<file path="src/rtl/branch_predictor_if.sv">
// Predict/update/statistics bundle between the fetch/execute pipeline and the branch predictor.
// The pipeline side uses the master modport and the predictor uses the slave modport.
interface branch_predictor_if #(
    parameter int INDEX_BITS = 6,
    parameter int CNT_WIDTH  = 16
);
    logic                  if_valid;
    logic [31:0]           if_pc;
    logic                  pred_valid;
    logic                  pred_taken;
    logic [INDEX_BITS-1:0] pred_ghr;
    logic                  upd_valid;
    logic [31:0]           upd_pc;
    logic                  upd_taken;
    logic                  upd_pred_taken;
    logic [INDEX_BITS-1:0] upd_ghr;
    logic                  mispredict;
    logic [CNT_WIDTH-1:0]  branch_cnt;
    logic [CNT_WIDTH-1:0]  mispredict_cnt;

    modport master (
        output if_valid, if_pc,
        output upd_valid, upd_pc, upd_taken, upd_pred_taken, upd_ghr,
        input  pred_valid, pred_taken, pred_ghr,
        input  mispredict, branch_cnt, mispredict_cnt
    );

    modport slave (
        input  if_valid, if_pc,
        input  upd_valid, upd_pc, upd_taken, upd_pred_taken, upd_ghr,
        output pred_valid, pred_taken, pred_ghr,
        output mispredict, branch_cnt, mispredict_cnt
    );
endinterface

</file>
<file path="src/rtl/branch_predictor.sv">
// Direct-mapped table of 2-bit saturating counters with misprediction pulse and saturating statistics.
// Define GSHARE_EN to XOR a non-speculative global history register into the table index.
module branch_predictor #(
    parameter int INDEX_BITS = 6,
    parameter int CNT_WIDTH  = 16
) (
    input logic               clk,
    input logic               rst,
    branch_predictor_if.slave bp
);
    localparam int ENTRIES = 1 << INDEX_BITS;

    logic [1:0]            table_q [ENTRIES];
    logic [ENTRIES-1:0]    entry_we;
    logic [INDEX_BITS-1:0] ridx;
    logic [INDEX_BITS-1:0] widx;
    logic [INDEX_BITS-1:0] lookup_ghr;
    logic [1:0]            upd_entry;
    logic [1:0]            upd_entry_d;

    logic                  pred_valid_q, pred_valid_d;
    logic                  pred_taken_q, pred_taken_d;
    logic [INDEX_BITS-1:0] pred_ghr_q, pred_ghr_d;
    logic                  mispredict_q, mispredict_d;
    logic [CNT_WIDTH-1:0]  branch_cnt_q, branch_cnt_d;
    logic [CNT_WIDTH-1:0]  mispredict_cnt_q, mispredict_cnt_d;
    logic                  mis_event;

`ifdef GSHARE_EN
    logic [INDEX_BITS-1:0] ghr_q, ghr_d;

    // History is shifted only at resolve time, so a same-cycle lookup still sees the old value.
    always_comb begin
        ghr_d = ghr_q;
        if (bp.upd_valid) begin
            ghr_d = {ghr_q[INDEX_BITS-2:0], bp.upd_taken};
        end
    end

    always_ff @(posedge clk or posedge rst) begin
        if (rst) begin
            ghr_q <= '0;
        end else begin
            ghr_q <= ghr_d;
        end
    end

    assign lookup_ghr = ghr_q;
    assign widx       = bp.upd_pc[INDEX_BITS+1:2] ^ bp.upd_ghr;
`else
    logic unused_upd_ghr;
    assign unused_upd_ghr = ^bp.upd_ghr;
    assign lookup_ghr     = '0;
    assign widx           = bp.upd_pc[INDEX_BITS+1:2];
`endif

    assign ridx = bp.if_pc[INDEX_BITS+1:2] ^ lookup_ghr;

    logic unused_pc_bits;
    assign unused_pc_bits = ^{bp.if_pc[31:INDEX_BITS+2], bp.if_pc[1:0],
                              bp.upd_pc[31:INDEX_BITS+2], bp.upd_pc[1:0]};

    assign upd_entry = table_q[widx];
    always_comb begin
        upd_entry_d = upd_entry;
        if (bp.upd_taken) begin
            if (upd_entry != 2'b11) upd_entry_d = upd_entry + 2'b01;
        end else begin
            if (upd_entry != 2'b00) upd_entry_d = upd_entry - 2'b01;
        end
    end

    generate
        for (genvar gi = 0; gi < ENTRIES; gi++) begin : g_entry_we
            assign entry_we[gi] = bp.upd_valid && (widx == INDEX_BITS'(gi));
        end
    endgenerate

    // Reset reinitialises every entry at once, so an in-flight update is simply lost.
    always_ff @(posedge clk or posedge rst) begin
        if (rst) begin
            for (int i = 0; i < ENTRIES; i++) table_q[i] <= 2'b01;
        end else begin
            for (int i = 0; i < ENTRIES; i++) begin
                if (entry_we[i]) table_q[i] <= upd_entry_d;
            end
        end
    end

    // The lookup samples table_q before this edge's write lands, giving read-before-write on collisions.
    always_comb begin
        pred_valid_d     = bp.if_valid;
        pred_taken_d     = pred_taken_q;
        pred_ghr_d       = pred_ghr_q;
        if (bp.if_valid) begin
            pred_taken_d = table_q[ridx][1];
            pred_ghr_d   = lookup_ghr;
        end
        mis_event        = bp.upd_valid && (bp.upd_taken != bp.upd_pred_taken);
        mispredict_d     = mis_event;
        branch_cnt_d     = branch_cnt_q;
        mispredict_cnt_d = mispredict_cnt_q;
        if (bp.upd_valid && (branch_cnt_q != '1)) begin
            branch_cnt_d = branch_cnt_q + CNT_WIDTH'(1);
        end
        if (mis_event && (mispredict_cnt_q != '1)) begin
            mispredict_cnt_d = mispredict_cnt_q + CNT_WIDTH'(1);
        end
    end

    always_ff @(posedge clk or posedge rst) begin
        if (rst) begin
            pred_valid_q     <= 1'b0;
            pred_taken_q     <= 1'b0;
            pred_ghr_q       <= '0;
            mispredict_q     <= 1'b0;
            branch_cnt_q     <= '0;
            mispredict_cnt_q <= '0;
        end else begin
            pred_valid_q     <= pred_valid_d;
            pred_taken_q     <= pred_taken_d;
            pred_ghr_q       <= pred_ghr_d;
            mispredict_q     <= mispredict_d;
            branch_cnt_q     <= branch_cnt_d;
            mispredict_cnt_q <= mispredict_cnt_d;
        end
    end

    assign bp.pred_valid     = pred_valid_q;
    assign bp.pred_taken     = pred_taken_q;
    assign bp.pred_ghr       = pred_ghr_q;
    assign bp.mispredict     = mispredict_q;
    assign bp.branch_cnt     = branch_cnt_q;
    assign bp.mispredict_cnt = mispredict_cnt_q;
endmodule

</file>
<file path="src/flat_wrapper.sv">
// flat-port wrapper written by rule: the top's interface ports become plain ports
module branch_predictor_flat 
#(
    parameter int INDEX_BITS = 6,
    parameter int CNT_WIDTH  = 16
)
  (clk, rst, bp_if_valid, bp_if_pc, bp_upd_valid, bp_upd_pc, bp_upd_taken, bp_upd_pred_taken, bp_upd_ghr, bp_pred_valid, bp_pred_taken, bp_pred_ghr, bp_mispredict, bp_branch_cnt, bp_mispredict_cnt);
  branch_predictor_if #(.INDEX_BITS(INDEX_BITS), .CNT_WIDTH(CNT_WIDTH)) bp_i ();
  input logic clk;
  input logic rst;
  input wire logic [$bits(bp_i.if_valid)-1:0] bp_if_valid;
  input wire logic [$bits(bp_i.if_pc)-1:0] bp_if_pc;
  input wire logic [$bits(bp_i.upd_valid)-1:0] bp_upd_valid;
  input wire logic [$bits(bp_i.upd_pc)-1:0] bp_upd_pc;
  input wire logic [$bits(bp_i.upd_taken)-1:0] bp_upd_taken;
  input wire logic [$bits(bp_i.upd_pred_taken)-1:0] bp_upd_pred_taken;
  input wire logic [$bits(bp_i.upd_ghr)-1:0] bp_upd_ghr;
  output wire logic [$bits(bp_i.pred_valid)-1:0] bp_pred_valid;
  output wire logic [$bits(bp_i.pred_taken)-1:0] bp_pred_taken;
  output wire logic [$bits(bp_i.pred_ghr)-1:0] bp_pred_ghr;
  output wire logic [$bits(bp_i.mispredict)-1:0] bp_mispredict;
  output wire logic [$bits(bp_i.branch_cnt)-1:0] bp_branch_cnt;
  output wire logic [$bits(bp_i.mispredict_cnt)-1:0] bp_mispredict_cnt;
  assign bp_i.if_valid = bp_if_valid;
  assign bp_i.if_pc = bp_if_pc;
  assign bp_i.upd_valid = bp_upd_valid;
  assign bp_i.upd_pc = bp_upd_pc;
  assign bp_i.upd_taken = bp_upd_taken;
  assign bp_i.upd_pred_taken = bp_upd_pred_taken;
  assign bp_i.upd_ghr = bp_upd_ghr;
  assign bp_pred_valid = bp_i.pred_valid;
  assign bp_pred_taken = bp_i.pred_taken;
  assign bp_pred_ghr = bp_i.pred_ghr;
  assign bp_mispredict = bp_i.mispredict;
  assign bp_branch_cnt = bp_i.branch_cnt;
  assign bp_mispredict_cnt = bp_i.mispredict_cnt;
  branch_predictor #(.INDEX_BITS(INDEX_BITS), .CNT_WIDTH(CNT_WIDTH)) u_core (.clk(clk), .rst(rst), .bp(bp_i));
endmodule
</file>
<file path="config.mk">
export PLATFORM = sky130hd
export DESIGN_NAME = branch_predictor_flat
export DESIGN_NICKNAME = d
export VERILOG_FILES = /design/src/rtl/branch_predictor_if.sv /design/src/rtl/branch_predictor.sv /design/src/flat_wrapper.sv
export SDC_FILE = /design/constraint.sdc
export NUM_CORES = 1
export LEC_CHECK = 0
export BUFFER_PORTS_ARGS = -buffer_cell sky130_fd_sc_hd__clkbuf_2
export CORE_MARGIN = 2
export CORE_UTILIZATION = 25
export CTS_CLUSTER_DIAMETER = 80
export DETAILED_ROUTE_END_ITERATION = 10
export SYNTH_ARGS = -nofsm -noshare
export SYNTH_HDL_FRONTEND = slang
export SYNTH_SLANG_ARGS = --single-unit
</file>
<file path="constraint.sdc">
create_clock -name clk -period 6.91 [get_ports clk]
set_input_delay 0.691 -clock clk [delete_from_list [all_inputs] [get_ports clk]]
set_output_delay 0.691 -clock clk [all_outputs]
set_load 0.02 [all_outputs]
</file>
Word level (Yosys, flattened, before mapping)
Cells that the tools add are included.

Bits in registers: 163. Input port bits: 76. Output and inout bits: 41. Logic and storage cells: 222.

Add/sub/neg operators: 4. Magnitude comparators: 2. Equal/unequal tests: 67. Multiplexer cells: 9. Bitwise gates (word level): 2. Reduce and logical (&&, ||, !) cells: 69.

Operator list (count): $eq A6 B6 Y1 const B (32); $eq A6 B5 Y1 const B (16); $logic_and A1 B1 Y1 (67); $eq A6 B4 Y1 const B (8); $add A16 B1 Y16 const B (2); $ne A16 B16 Y1 const B (2); $bmux W2 S6 (2); $eq A6 B3 Y1 const B (4); $ge A7 B7 Y1 const B (2); $mux W2 (7); $not A6 Y7 (2); $eq A6 B2 Y1 const B (2); $eq A6 B1 Y1 const B (1); $logic_not A6 Y1 (1); $add A2 B1 Y2 const B (1); $ne A2 B2 Y1 const B (1); $reduce_bool A2 Y1 (1); $sub A2 B1 Y2 const B (1); $ne A1 B1 Y1 (1).

Longest topological paths before layout
Depth after elaboration: 7. Mapped depth: 11.

Worst setup path before layout
Ideal clock, no wire load.

Path kind: input-to-reg. Start: input bp_if_pc[3]. End: register u_core.pred_taken_q, in the netlist u_core.bp.pred_taken. Library setup time: 0.125 ns. Arrival: 2.793 ns. Data required time: 6.785 ns. Setup slack: 3.992 ns. Stages on the path: 6. Path buffers: 2. Path through: clkbuf_1 buf_1 mux4_2 mux4_2 mux4_2 mux2_2.

Word-level cells in the longest chain between the ends: 4.

RTL lines: from (decl) (line flat_wrapper.sv:12) `input wire logic [$bits(bp_i.if_pc)-1:0] bp_if_pc;`; $not A6 Y7 (implied by the code) (line branch_predictor.sv:96) `pred_taken_d = table_q[ridx][1];`; $bmux W2 S6 (line branch_predictor.sv:96); $mux W2 (implied by the code) (2 in a row) (line branch_predictor.sv:96); to (signal assigned) (line branch_predictor.sv:121) `pred_taken_q <= pred_taken_d;`; to (decl) (line branch_predictor.sv:22) `logic pred_taken_q, pred_taken_d;`.

No other way between the ends. The select of a mux whose other input is x is not followed. A chain may end at the register's enable or synchronous reset.

Worst setup path in the final report
Start: input bp_upd_pc[2]. End: register u_core.table_q[3] (netlist name).

Word-level cells in the longest chain between the ends: 7. Elaborated cells on any way between the ends: 13.

RTL lines: from (decl) (line flat_wrapper.sv:14) `input wire logic [$bits(bp_i.upd_pc)-1:0] bp_upd_pc;`; $not A6 Y7 (implied by the code) (line branch_predictor.sv:63) `assign upd_entry = table_q[widx];`; $bmux W2 S6 (line branch_predictor.sv:63); $mux W2 (implied by the code) (2 in a row) (line branch_predictor.sv:63); $sub A2 B1 Y2 (tied with other cells) (line branch_predictor.sv:69) `if (upd_entry != 2'b00) upd_entry_d = upd_entry - 2'b01;`; $mux W2 (on tied branches) (line branch_predictor.sv:69, branch_predictor.sv:67); $mux W2 (line branch_predictor.sv:66) `if (bp.upd_taken) begin`; to (signal, indexed assignment) (line branch_predictor.sv:85) `if (entry_we[i]) table_q[i] <= upd_entry_d;`; to (decl) (line branch_predictor.sv:13) `logic [1:0] table_q [ENTRIES];`.

Several ways; a longest one is shown, not always the timed one. The select of a mux whose other input is x is not followed.

==> flow_summary_export.csv <==
group,metric,value,unit
run_status,outcome,"complete, no violations",
routing,routed_wl,23.7,mm
clocking,cts_made_buffers,17,
critical_path,startpoint_type,"primary input",
logic_synthesis,synth_compound_area_share,23.9,%
logic_synthesis,synth_adder_area_share,0.257,%
logic_synthesis,synth_top_family_by_area,"compound AO/OA/AOI/OAI gates",
logic_synthesis,synth.yosys.warnings,0,
grt,grt_use_total,11.9,%
clocking,cts_buffer_depth,2,
logic_synthesis,synth_xor_area_share,2.79,%
power_and_ir_drop,p_leak,3.90,nW
clocking,cts_sinks,163,
timing,slew_headroom,31.7,%
critical_path,end_kind,"flop",
logic_synthesis,synth-seq-cells,163,
timing,fin_crit_sh,60.3,%
logic_synthesis,synthSimpleGateAreaFrac,11.4,%
cells_and_area,regArea,4160,sq um
timing,tns,0,ns
clocking,clk_pin_slew,0.07,ns
critical_path,worstPathMaxFanout,33,
placed_design,dp_hpwl,15.2,mm
routing,drt_iter0_drc,577,
grt,antenna_found_initial,1,
power_and_ir_drop,powerDensity,273,nW/um^2
placed_design,dp.cells,1325,
grt,grt_pass1_wl,38.6,mm
logic_synthesis,ys.flop_type,"dfrtp_1",
routing,viasPerCell,4.93,
placed_design,routabilityCongestion,0.764,
grt,busiest_layer,"met2",
logic_synthesis,synth-seq-area-share,42.7,%
critical_path,required,7.20,ns
grt,first_global_vias,6712,
clocking,ctsHoldBuffers,0,
clocking,cts.repair.resized,0,
cells_and_area,multi_input_area,5030,sq um
timing,worstMarginPinSlew,1.02,ns
timing,max_freq,240,MHz
clocking,clk_latency,0.44,ns
logic_synthesis,syn_area,9750,sq um
routing,post_drt_wl_per_cell,17.5,microns
logic_synthesis,synth.distinct_cells,55,
min_path,hold_path.class,"primary input to flop",
grt,gr-usage-met2,18.7,%
die,core_area,38600,sq um
timing,rsz0062_at_grt,"false",
placed_design,port_buffers,52,
clocking,cts_tree,"yes",
timing,final-setup-viol-count,0,
routing,route.vias.total,6692,
placed_design,placed_cell_area,10300,sq um
cells_and_area,stdcell_area,10900,sq um
critical_path,cp.arrival,4.45,ns
logic_synthesis,synthMuxAreaShare,12.9,%
timing,hold_violations,0,
timing,fin_worst_skew,0.0139,ns
grt,gr-usage-met3,2.25,%
clocking,cts_root_buf,"clkbuf_16",
grt,grt_max_degree,92,
logic_synthesis,synthArstFlopShare,100,%
die,die_w,201,microns
logic_synthesis,netlist_instances,810,
logic_synthesis,syn_avg_cell_area,12.0,sq um
die,start_util,25.3,%
die,die_y,201,microns
grt,grt_overflow,0,
power_and_ir_drop,peakVddDrop,0.000217,V
routing,first_pass_iters,5,
timing,finalMaxSlewViolations,0,
grt,met1_usage,16.6,%
routing,postRouteAntennaNets,0,
cells_and_area,final_cells,1358,
critical_path,crit_type,"primary input to flop",
clocking,cts-htree-levels,4,
cells_and_area,nNetsFinal,904,
routing,drc,0,
die,pin_count,117,
cells_and_area,areaGrowthSynthToFinish,11.9,%
die,design.die.area,40600,sq um
die,fp-row-count,72,
cells_and_area,layout-drive-gt1-share,33.8,%
job,cap_violations,0,
cells_and_area,fillers,3962,
logic_synthesis,synth_edf_count,0,
timing,fin_crit,4.17,ns
clocking,postCtsSetupRepairBufs,0,
logic make-up (layout without fill, tap and decap cells):
family	count (synthesis)	in the layout
simple gates	258	258
mux	59	59
flops	163	163
buf+inv	94	118
fa+ha+maj	2	2
compound gates	202	202
xor+xnor	31	31
other cells	1	7
flip-flops by register name, summed over array words and instances, names as in the netlist:
register	cells
u_core.bp.pred_taken	1
u_core.bp.branch_cnt	16
u_core.table_q	128
u_core.bp.pred_valid	1
u_core.bp.mispredict	1
u_core.bp.mispredict_cnt	16
report_power, final:
| group | total [mW] | switching (mW) | internal, mW | leakage [nW] |
|---|---|---|---|---|
| logic | 0.706 | 0.407 | 0.299 | 1.61 |
| registers | 1.28 | 0.117 | 1.16 | 1.99 |
| clock network | 0.991 | 0.470 | 0.521 | 0.296 |
| total | 2.97 | 0.994 | 1.98 | 3.90 |
critical path: stages:
cell and delay (ns):
clkbuf_2 0.52, buf_4 0.43, mux4_2 0.56, mux2i_1 0.15, o211ai_1 0.21, o211a_1 0.36
a31oi_4 0.86, buf_4 0.50, o41ai_1 0.13
routing by layer:
metal / share of wire [%] / vias up
met4: 1.6 / 0
met2: 48 / 189
met1: 45 / 3409
met5: 0 / -
li1: - / 3069
met3: 5.2 / 25
layout by cell type, fill, tap and decap left out, drive strengths merged, types with 5 or more instances in the layout:
master,n
dfstp,64
nand4,8
conb,6
mux4,53
nand3,19
o21ai,46
clkbuf,69
nor2b,6
nor2,139
clkinv,5
o41ai,45
mux2i,5
inv,31
buf,11
o31ai,22
and3,5
nand2,58
xnor2,23
dfrtp,99
a31oi,66
xor2,8
a22oi,8
Yosys cell counts (4+ instances only):
cell        n  area [sq um]
a22oi_1     6          45.0
a31oi_1     4          25.0
a31oi_4    61          1300
and2_1      4          25.0
and3_1      5          31.3
buf_12      7           140
buf_2      20           100
buf_4       7          52.6
buf_6      11           124
clkbuf_1   25          93.8
dfrtp_1    99          2480
dfstp_2    64          1680
inv_1      22          82.6
mux2i_1     5          50.1
mux4_2     53          1190
nand2_1    58           218
nand3_1    19          95.1
nand4_1     8          50.1
nor2_1    139           522
nor2b_1     6          37.5
nor3_1      4          20.0
o21ai_0    45           225
o31ai_1    22           165
o41ai_1    44           385
xnor2_1    23           201
xor2_1      8          70.1
cell type report:
| type | count | area share, % |
|---|---|---|
| flip-flops and latches | 163 | 38.1 |
| repair buffers | 63 | 3.37 |
| inverters | 23 | 0.837 |
| clock buffers | 17 | 3.90 |
| multi-input cells | 558 | 46.1 |
| clock inverters | 15 | 1.69 |
| well taps | 518 | 5.94 |
| diodes | 1 | 0.0229 |
through the flow:
step                power, mW  util, %  hold slack, ns  setup WS (ns)
floorplan                1.85        -           0.458           1.92
global placement         1.98     26.7           0.472           2.35
detailed placement       2.01     26.7           0.483           2.34
CTS                      3.00     28.3           0.371           2.77
global route             3.11     28.3           0.376           2.57
finish                   2.97     28.3           0.382           2.74
final timing paths:
path / from / end / slack [ns] / cells after the start
min: bp_if_valid / u_core.bp.pred_valid / 0.38 / 1
min reg2reg: u_core.bp.branch_cnt[11] / u_core.bp.branch_cnt[11] / 0.49 / 1
max reg2reg: u_core.table_q[43] / u_core.table_q[3] / 3.58 / 7
max in group asynchronous: rst / u_core.table_q[27] / 4.98 / 3
max: bp_upd_pc[2] / u_core.table_q[3] / 2.74 / 9
min in group asynchronous: rst / u_core.bp.branch_cnt[3] / 0.41 / 2
Note: power is estimated with default switching activity, not from simulation.
